## src/rtl/event_encoder_8_to_3.sv

```systemverilog
// Event encoder: captures events on eight lines into a pending set and presents
// them one at a time as a binary index using a valid/ready handshake.
//
// Parameters:
//   EDGE_MODE  1: capture rising edges of x; 0: capture the level of x every cycle
//   LSB_FIRST  0: highest pending index is presented first; 1: lowest first
// Ports:
//   clk       single clock, rising edge
//   rst       asynchronous active-high reset
//   enable    capture enable; only masks new captures
//   x[7:0]    event lines, x[i] = event i
//   clear     synchronous flush of pending events and overflow
//   y[2:0]    index of the presented event
//   valid     y holds a presented event
//   ready     consumer accepts y (handshake = valid && ready at a rising edge)
//   overflow  sticky: an event was captured while its bit was already pending
//   pend_cnt  popcount of the pending register
module event_encoder_8_to_3 #(
  parameter bit EDGE_MODE = 1'b1,
  parameter bit LSB_FIRST = 1'b0
) (
  input  logic       clk,
  input  logic       rst,
  input  logic       enable,
  input  logic [7:0] x,
  input  logic       clear,
  output logic [2:0] y,
  output logic       valid,
  input  logic       ready,
  output logic       overflow,
  output logic [3:0] pend_cnt
);

  typedef enum logic [0:0] {StIdle, StPresent} state_e;

  state_e     state_q;
  logic [7:0] x_prev_q;
  logic [7:0] pending_q;
  logic [2:0] y_q;
  logic       overflow_q;

  logic       handshake;
  logic [7:0] cap;
  logic [7:0] served;
  logic [7:0] pend_d;
  logic       ovf_hit;
  logic [2:0] prio_idx;
  logic [3:0] cnt;

  function automatic logic [2:0] prio(input logic [7:0] v);
    logic [2:0] idx;
    idx = 3'd0;
    if (LSB_FIRST) begin
      // Scan downward so the lowest set bit is the last one written.
      for (int i = 7; i >= 0; i--) begin
        if (v[i]) idx = 3'(i);
      end
    end else begin
      for (int i = 0; i < 8; i++) begin
        if (v[i]) idx = 3'(i);
      end
    end
    return idx;
  endfunction

  always_comb begin
    handshake = (state_q == StPresent) && ready;
    cap       = (EDGE_MODE ? (x & ~x_prev_q) : x) & {8{enable}};
    served    = handshake ? (8'b1 << y_q) : 8'b0;
    // A bit served and re-captured in the same cycle stays set without overflow.
    pend_d    = (pending_q & ~served) | cap;
    ovf_hit   = |(cap & pending_q & ~served);
    prio_idx  = prio(pend_d);
  end

  always_comb begin
    cnt = 4'd0;
    for (int i = 0; i < 8; i++) begin
      cnt = cnt + {3'b000, pending_q[i]};
    end
  end

  always_ff @(posedge clk or posedge rst) begin
    if (rst) begin
      x_prev_q   <= 8'h00;
      pending_q  <= 8'h00;
      y_q        <= 3'd0;
      state_q    <= StIdle;
      overflow_q <= 1'b0;
    end else begin
      x_prev_q <= x;
      if (clear) begin
        // Captures and handshakes in this cycle are dropped.
        pending_q  <= 8'h00;
        y_q        <= 3'd0;
        state_q    <= StIdle;
        overflow_q <= 1'b0;
      end else begin
        pending_q <= pend_d;
        if (ovf_hit) overflow_q <= 1'b1;
        unique case (state_q)
          StIdle: begin
            if (|pend_d) begin
              state_q <= StPresent;
              y_q     <= prio_idx;
            end else begin
              y_q <= 3'd0;
            end
          end
          StPresent: begin
            // Without a handshake the presented index holds, even if a
            // higher-priority event arrives.
            if (handshake) begin
              if (|pend_d) begin
                y_q <= prio_idx;
              end else begin
                state_q <= StIdle;
                y_q     <= 3'd0;
              end
            end
          end
          default: begin
            state_q <= StIdle;
            y_q     <= 3'd0;
          end
        endcase
      end
    end
  end

  assign y        = y_q;
  assign valid    = (state_q == StPresent);
  assign overflow = overflow_q;
  assign pend_cnt = cnt;

endmodule

```

## config.mk

```make
export PLATFORM = sky130hd
export DESIGN_NAME = event_encoder_8_to_3
export DESIGN_NICKNAME = d
export VERILOG_FILES = /design/src/rtl/event_encoder_8_to_3.sv
export SDC_FILE = /design/constraint.sdc
export NUM_CORES = 1
export LEC_CHECK = 0
export CORE_AREA = 8 8 75 77
export DETAILED_ROUTE_END_ITERATION = 8
export DIE_AREA = 0 0 83 85
export PLACE_DENSITY = 0.52
export SYNTH_ARGS = -nofsm -noshare
export SYNTH_HDL_FRONTEND = slang
export SYNTH_SLANG_ARGS = --single-unit
```

## constraint.sdc

```tcl
create_clock -name clk -period 3.1 [get_ports clk]
set_clock_uncertainty 0.15 [all_clocks]
set_input_delay 0.465 -clock clk [delete_from_list [all_inputs] [get_ports clk]]
set_output_delay 0.465 -clock clk [all_outputs]
set_load 0.01 [all_outputs]
```

==> summary.txt, run 1 <==
DR vias: 1,070
Post-Route WL: 3140 um
Final WS setup: -616 ps
met2 wire length: 1480 um
initial antenna violation count: 0
dominant cells by area after synthesis: dfrtp_1, fa_1, nor2b_1, inv_1, a211oi_2
worst slack, placed: -778 ps
Layout area overhead: 31.2%
first-pass GRT wire length: 5200 um
Worst-Skew Late Latency: 260 ps
Clk pin slew, worst setup/hold paths: 80 ps
layout cells sized above 1: 0.193
top fanout value on the critical path: 2
RR Startpoint: y[0]
outcome: complete, but fails checks
floorplan row count: 25
synthesized instance count: 130
Cell variety after synth: 46
syn avg cell area: 9.89 sq um
fill count: 465
# diodes: 0
Buffers on Ports: 21
CP endpoint kind: output port
first-pass detailed-route iteration total: 4
area leader, netlist: dfrtp_1
# setup viols final: 4
Post-layout nets: 182
failing checks: setup timing
Power Density: 445 nW/um^2
Worst slew margin: 0.454
vias in the first global route: 1,109
Hold-fix buffers, CTS: 0
Sinks on Clock Net: 21
Die Ht: 85 um
Core ar.: 4540 sq um
GRT Overall Usage: 0.0886
CP most frequent cell: inv_2
clock root buffer: clkbuf_8
width of the die: 83 um
Period minus WS final: 3720 ps
Worst Setup Start Kind: flip-flop
Overflow after GRT: 0
Worst R2R End: y[0]
hold depth: 3
hpwl dp: 2440 um
pin count of the biggest net entering global routing: 22
Synthesis Warnings: 0
flop-to-flop setup slack: 1060 ps
H-Tree Depth: 1
Slew @ Worst Pin: 818 ps
vias per cell: 4.98
DR DRC count: 0
hold_sp: x_prev_q[0]
worst path cell trace: fa_1, inv_1, fa_1, fa_2, inv_2, ha_4, inv_2, fa_2, inv_2, buf_6
post-synth top area share: 0.409
Final Cycle Share: 1.20
Die ar.: 7060 sq um
R2R depth: 5
max incr delay on CP: 550 ps
CTS tree: built
top_reg_cell synth: dfrtp_1
ANT nets after route: 0
Final Util: 0.372
Synth Net Count: 150
Starting Density: 0.284
I/O pin count: 22
worst-case clock buffer depth: 2
metal3 WL: 109 um
Max Cap Viol: 0
arrival time worst endpoint: 3100 ps
number of synthesized flops with an enable pin: 0
worst vdd ir: 0.156 mV
placer congestion estimate: 0.768
sequential area share after synthesis: 0.409
M1 WL: 1500 um
most frequent cells in the layout: dfrtp_1, clkdlybuf4s50_1, inv_1, nor2b_1
RSZ-0062 raised after global routing: true
Hold EP: pending_q[0]
Fin. Hold Viols: 0
CP required: 2480 ps
post-route setup TNS: -1850 ps
Async SR Flop Fraction: 1.00
CP max stage cell: fa_1
number of synthesized register bits: 21
1st-iter DRT viols: 58
Hold Path Class: flip-flop to flip-flop
commonest non-fill, non-tap cell in the layout: dfrtp_1
TritonCTS Buffers: 3
Max Slew Vio Count: 0
drt wl/cell: 14.6 um
area of the mapped netlist: 1290 sq um
Crit Path Class: flip-flop to output port
Leak: 0.740 nW
Top Metal Used: met4
maximum clock rate: 0.269 GHz
[layer usage]
metal  vias to the layer above  global-route usage
met5                         -                   0
met2                        21               0.151
met4                         0              0.0288
met3                         5              0.0211
met1                       516               0.106
li1                        528                   -
[cells in the mapped netlist (all sizes together), types with 2 or more instances]
cell type / number
dfrtp: 21
inv: 15
nor2b: 10
nand2: 8
nor2: 8
a211oi: 5
a21oi: 5
o21ai: 5
and3b: 4
fa: 4
nand4b: 4
a31oi: 3
ha: 3
a21o: 2
buf: 2
nand2b: 2
nand3: 2
nand4: 2
nor3: 2
o21a: 2
[worst max-delay path, delay by kind of cell (launching register included)]
family / cells / cell delay (ps)
flip-flops: 1 / 400
adder cells (fa/ha/maj): 5 / 2130
buffers and inverters: 5 / 290
[final cells by class]
type / count / area, sq um / share of cell area
clock buffers: 4 / 45.0 / 0.0267
inverters: 15 / 56.3 / 0.0334
multi-input cells: 91 / 719 / 0.426
flip-flops and latches: 21 / 526 / 0.311
well taps: 54 / 67.6 / 0.0400
repair buffers: 30 / 274 / 0.162
[where the power goes]
part           internal, mW  switching (mW)  leakage (nW)
Combinational         0.128           0.116         0.453
Clock                0.0916          0.0904        0.0228
Sequential            0.294          0.0302         0.264
Total                 0.514           0.237         0.740
[state kept, by name (all words and copies together) (netlist names)]
| signal | count |
|---|---|
| overflow | 1 |
| y | 3 |
| valid | 1 |
| x_prev_q | 8 |
| pending_q | 8 |
[per-stage QoR]
stage / power [mW] / instance area [sq um] / hold WS [ps] / instances
after floorplan: 0.454 / 1300 / 292 / 130
after global placement: 0.549 / 1610 / 391 / 208
after detailed placement: 0.556 / 1610 / 399 / 208
after CTS: 0.763 / 1680 / 412 / 214
after global routing: 0.797 / 1690 / 474 / 215
final: 0.751 / 1690 / 411 / 215
[kinds of logic after synthesis]
logic type	after synthesis	share of synthesized area
and+or+nand+nor	48	0.229
AOI/OAI and AO/OA	34	0.202
DFF	21	0.409
buffers and inverters	18	0.0545
adders and majority gates	7	0.0914
xor gates and xnor gates	1	0.00681
muxes	1	0.00778
[timing repair]
item | CTS | global route
pin swaps | 5 | 4
endpoints found under the setup margin | 4 | 4
buffers inserted | 2 | 2
gates resized for setup | 24 | 1
[how the worst max path moves through the flow]
stage | startpoint | to | slack [ps] | cells after the start
3_3_place_gp | pending_q[0] | pend_cnt[1] | -690 | 10
6_report | pending_q[0] | pend_cnt[1] | -620 | 10
4_1_cts | pending_q[1] | pend_cnt[1] | -700 | 10
3_5_place_dp | pending_q[0] | pend_cnt[1] | -780 | 10
2_1_floorplan | pending_q[0] | pend_cnt[1] | -180 | 9
5_1_grt | pending_q[0] | pend_cnt[1] | -710 | 10
(Power assumes the default switching activity.)
==> inputs of run 2 (changes only) <==
--- a/config.mk
+++ b/config.mk
@@ -8,6 +8,7 @@
 export CORE_AREA = 8 8 75 77
 export DETAILED_ROUTE_END_ITERATION = 8
 export DIE_AREA = 0 0 83 85
+export HOLD_SLACK_MARGIN = 0.03
 export PLACE_DENSITY = 0.52
 export SYNTH_ARGS = -nofsm -noshare
 export SYNTH_HDL_FRONTEND = slang
==> results of run 2 <==
Same layout as run 1: the final DEF is identical, and so are final timing and power.
==> inputs of run 3 (changes only) <==
--- a/config.mk
+++ b/config.mk
@@ -5,11 +5,13 @@
 export SDC_FILE = /design/constraint.sdc
 export NUM_CORES = 1
 export LEC_CHECK = 0
-export CORE_AREA = 8 8 75 77
+export CELL_PAD_IN_SITES_DETAIL_PLACEMENT = 1
+export CELL_PAD_IN_SITES_GLOBAL_PLACEMENT = 2
+export CORE_AREA = 8 8 76 78
 export DETAILED_ROUTE_END_ITERATION = 8
-export DIE_AREA = 0 0 83 85
+export DIE_AREA = 0 0 84 86
 export HOLD_SLACK_MARGIN = 0.03
-export PLACE_DENSITY = 0.52
+export PLACE_DENSITY = 0.73
 export SYNTH_ARGS = -nofsm -noshare
 export SYNTH_HDL_FRONTEND = slang
 export SYNTH_SLANG_ARGS = --single-unit
==> run 3 against run 2 <==
Effect of this change:
- the flow still finishes with violations (setup timing)
- die area grew 2.4%
- critical path depth unchanged
- utilization fell by 0.51 points
- maximum frequency about the same
- highest routed layer unchanged
==> summary.txt, run 3 (synthesis results as in run 1) <==
pin count of the biggest net entering global routing: 22 (unchanged)
Worst Setup Start Kind: flip-flop
Leak: 0.740 nW (about the same)
vias in the first global route: 1,203 (+8.5%)
DR vias: 1,097 (+2.5%)
initial antenna violation count: 0 (unchanged)
flop-to-flop setup slack: 1030 ps (-30 ps)
arrival time worst endpoint: 3100 ps (about the same)
commonest non-fill, non-tap cell in the layout: dfrtp_1
RSZ-0062 raised after global routing: true
1st-iter DRT viols: 40 (-31%)
DP Area: 1610 sq um (unchanged)
fin area: 1690 sq um (unchanged)
vias per cell: 5.10 (+2.5%)
Worst-Skew Late Latency: 260 ps (about the same)
CP endpoint kind: output port
Hold-fix buffers, CTS: 0 (unchanged)
TritonCTS Buffers: 3 (unchanged)
Post-Route WL: 3640 um (+16%)
maximum clock rate: 0.269 GHz (about the same)
Die ar.: 7220 sq um (+2.4%)
Sinks on Clock Net: 21 (unchanged)
most frequent cells in the layout: dfrtp_1, clkdlybuf4s50_1, inv_1, nor2b_1
Core ar.: 4600 sq um (+1.4%)
Die Ht: 86 um (+1.2%)
Starting Density: 0.280 (-0.00386)
drt wl/cell: 16.9 um (+16%)
Final Cycle Share: 1.20 (about the same)
Overflow after GRT: 0 (unchanged)
clock root buffer: clkbuf_8
top fanout value on the critical path: 2 (unchanged)
hpwl dp: 2860 um (+17%)
Slew @ Worst Pin: 857 ps (+39.2 ps)
Max Cap Viol: 0 (unchanged)
first-pass detailed-route iteration total: 4 (unchanged)
failing checks: setup timing
CTS tree: built
CP required: 2480 ps (about the same)
I/O pin count: 22 (unchanged)
# setup viols final: 4 (unchanged)
Final WS setup: -618 ps (-2.27 ps)
# diodes: 0 (unchanged)
ANT nets after route: 0 (unchanged)
Max Slew Vio Count: 0 (unchanged)
outcome: complete, but fails checks
GRT Overall Usage: 0.105 (+0.0159)
worst hold margin: 421 ps (+9.34 ps)
Fin. Hold Viols: 0 (unchanged)
H-Tree Depth: 1 (unchanged)
worst-case clock buffer depth: 2 (unchanged)
worst vdd ir: 0.180 mV (+15%)
first-pass GRT wire length: 6020 um (+16%)
Period minus WS final: 3720 ps (+2.27 ps)
Layout area overhead: 31.2% (unchanged)
floorplan row count: 25 (unchanged)
Power Density: 450 nW/um^2 (+1.0%)
DR DRC count: 0 (unchanged)
Hold Path Class: flip-flop to flip-flop
Buffers on Ports: 21 (unchanged)
Clk pin slew, worst setup/hold paths: 80 ps (about the same)
Crit Path Class: flip-flop to output port
post-route setup TNS: -1860 ps (-11.3 ps)
layout cells sized above 1: 0.193 (unchanged)
Worst slew margin: 0.428 (-0.0261)
width of the die: 84 um (+1.2%)
placer congestion estimate: 0.776 (+1.1%)
Post-layout nets: 182 (unchanged)
[run 3: worst paths after layout]
kind / start / end / depth (start not counted)
max in group asynchronous: rst / x_prev_q[3] / 2
min reg2reg: x_prev_q[0] / pending_q[0] / 3
min: x_prev_q[0] / pending_q[0] / 3
max: pending_q[3] / pend_cnt[1] / 10
max reg2reg: y[0] / y[0] / 5
min in group asynchronous: rst / y[0] / 2
[run 3: layout make-up]
class	count	area, sq um
fillers	525	2910
multi-input cells	91	719
flip-flops and latches	21	526
repair buffers	30	274
well taps	54	67.6
inverters	15	56.3
clock buffers	4	45.0
[run 3: what timing repair did]
action                                  in CTS  in global routing
endpoints found under the setup margin       4                  4
buffers inserted                             2                  2
pin swaps                                    4                  4
gates cloned                                 0                  0
resized for setup                           25                  1
[run 3: metrics by stage]
stage / total power [mW] / util / instances / setup slack [ps]
floorplan: 0.454 / - / 130 / -181
global placement: 0.551 / 0.349 / 208 / -684
detailed placement: 0.560 / 0.349 / 208 / -765
CTS: 0.772 / 0.365 / 214 / -675
global route: 0.812 / 0.367 / 215 / -708
finish: 0.759 / 0.367 / 215 / -618
[run 3: metal layers]
layer  track usage  part of all wire
met5             0                 0
met4        0.0502             0.016
met3        0.0209             0.028
met2         0.180              0.52
met1         0.121              0.44
[run 3: report_power, final]
part / leakage [nW] / switching (mW) / internal, mW
clock: 0.0228 / 0.0904 / 0.0917
combinational: 0.453 / 0.122 / 0.129
sequential: 0.264 / 0.0311 / 0.294
total: 0.740 / 0.244 / 0.515
[run 3: critical path, cell delays in order (launching register included)]
cell and delay [ps]:
dfrtp_1 400, fa_1 530, inv_1 50, fa_1 510
fa_2 450, inv_2 80, ha_4 130, inv_2 40
fa_2 520, inv_2 30, buf_6 110
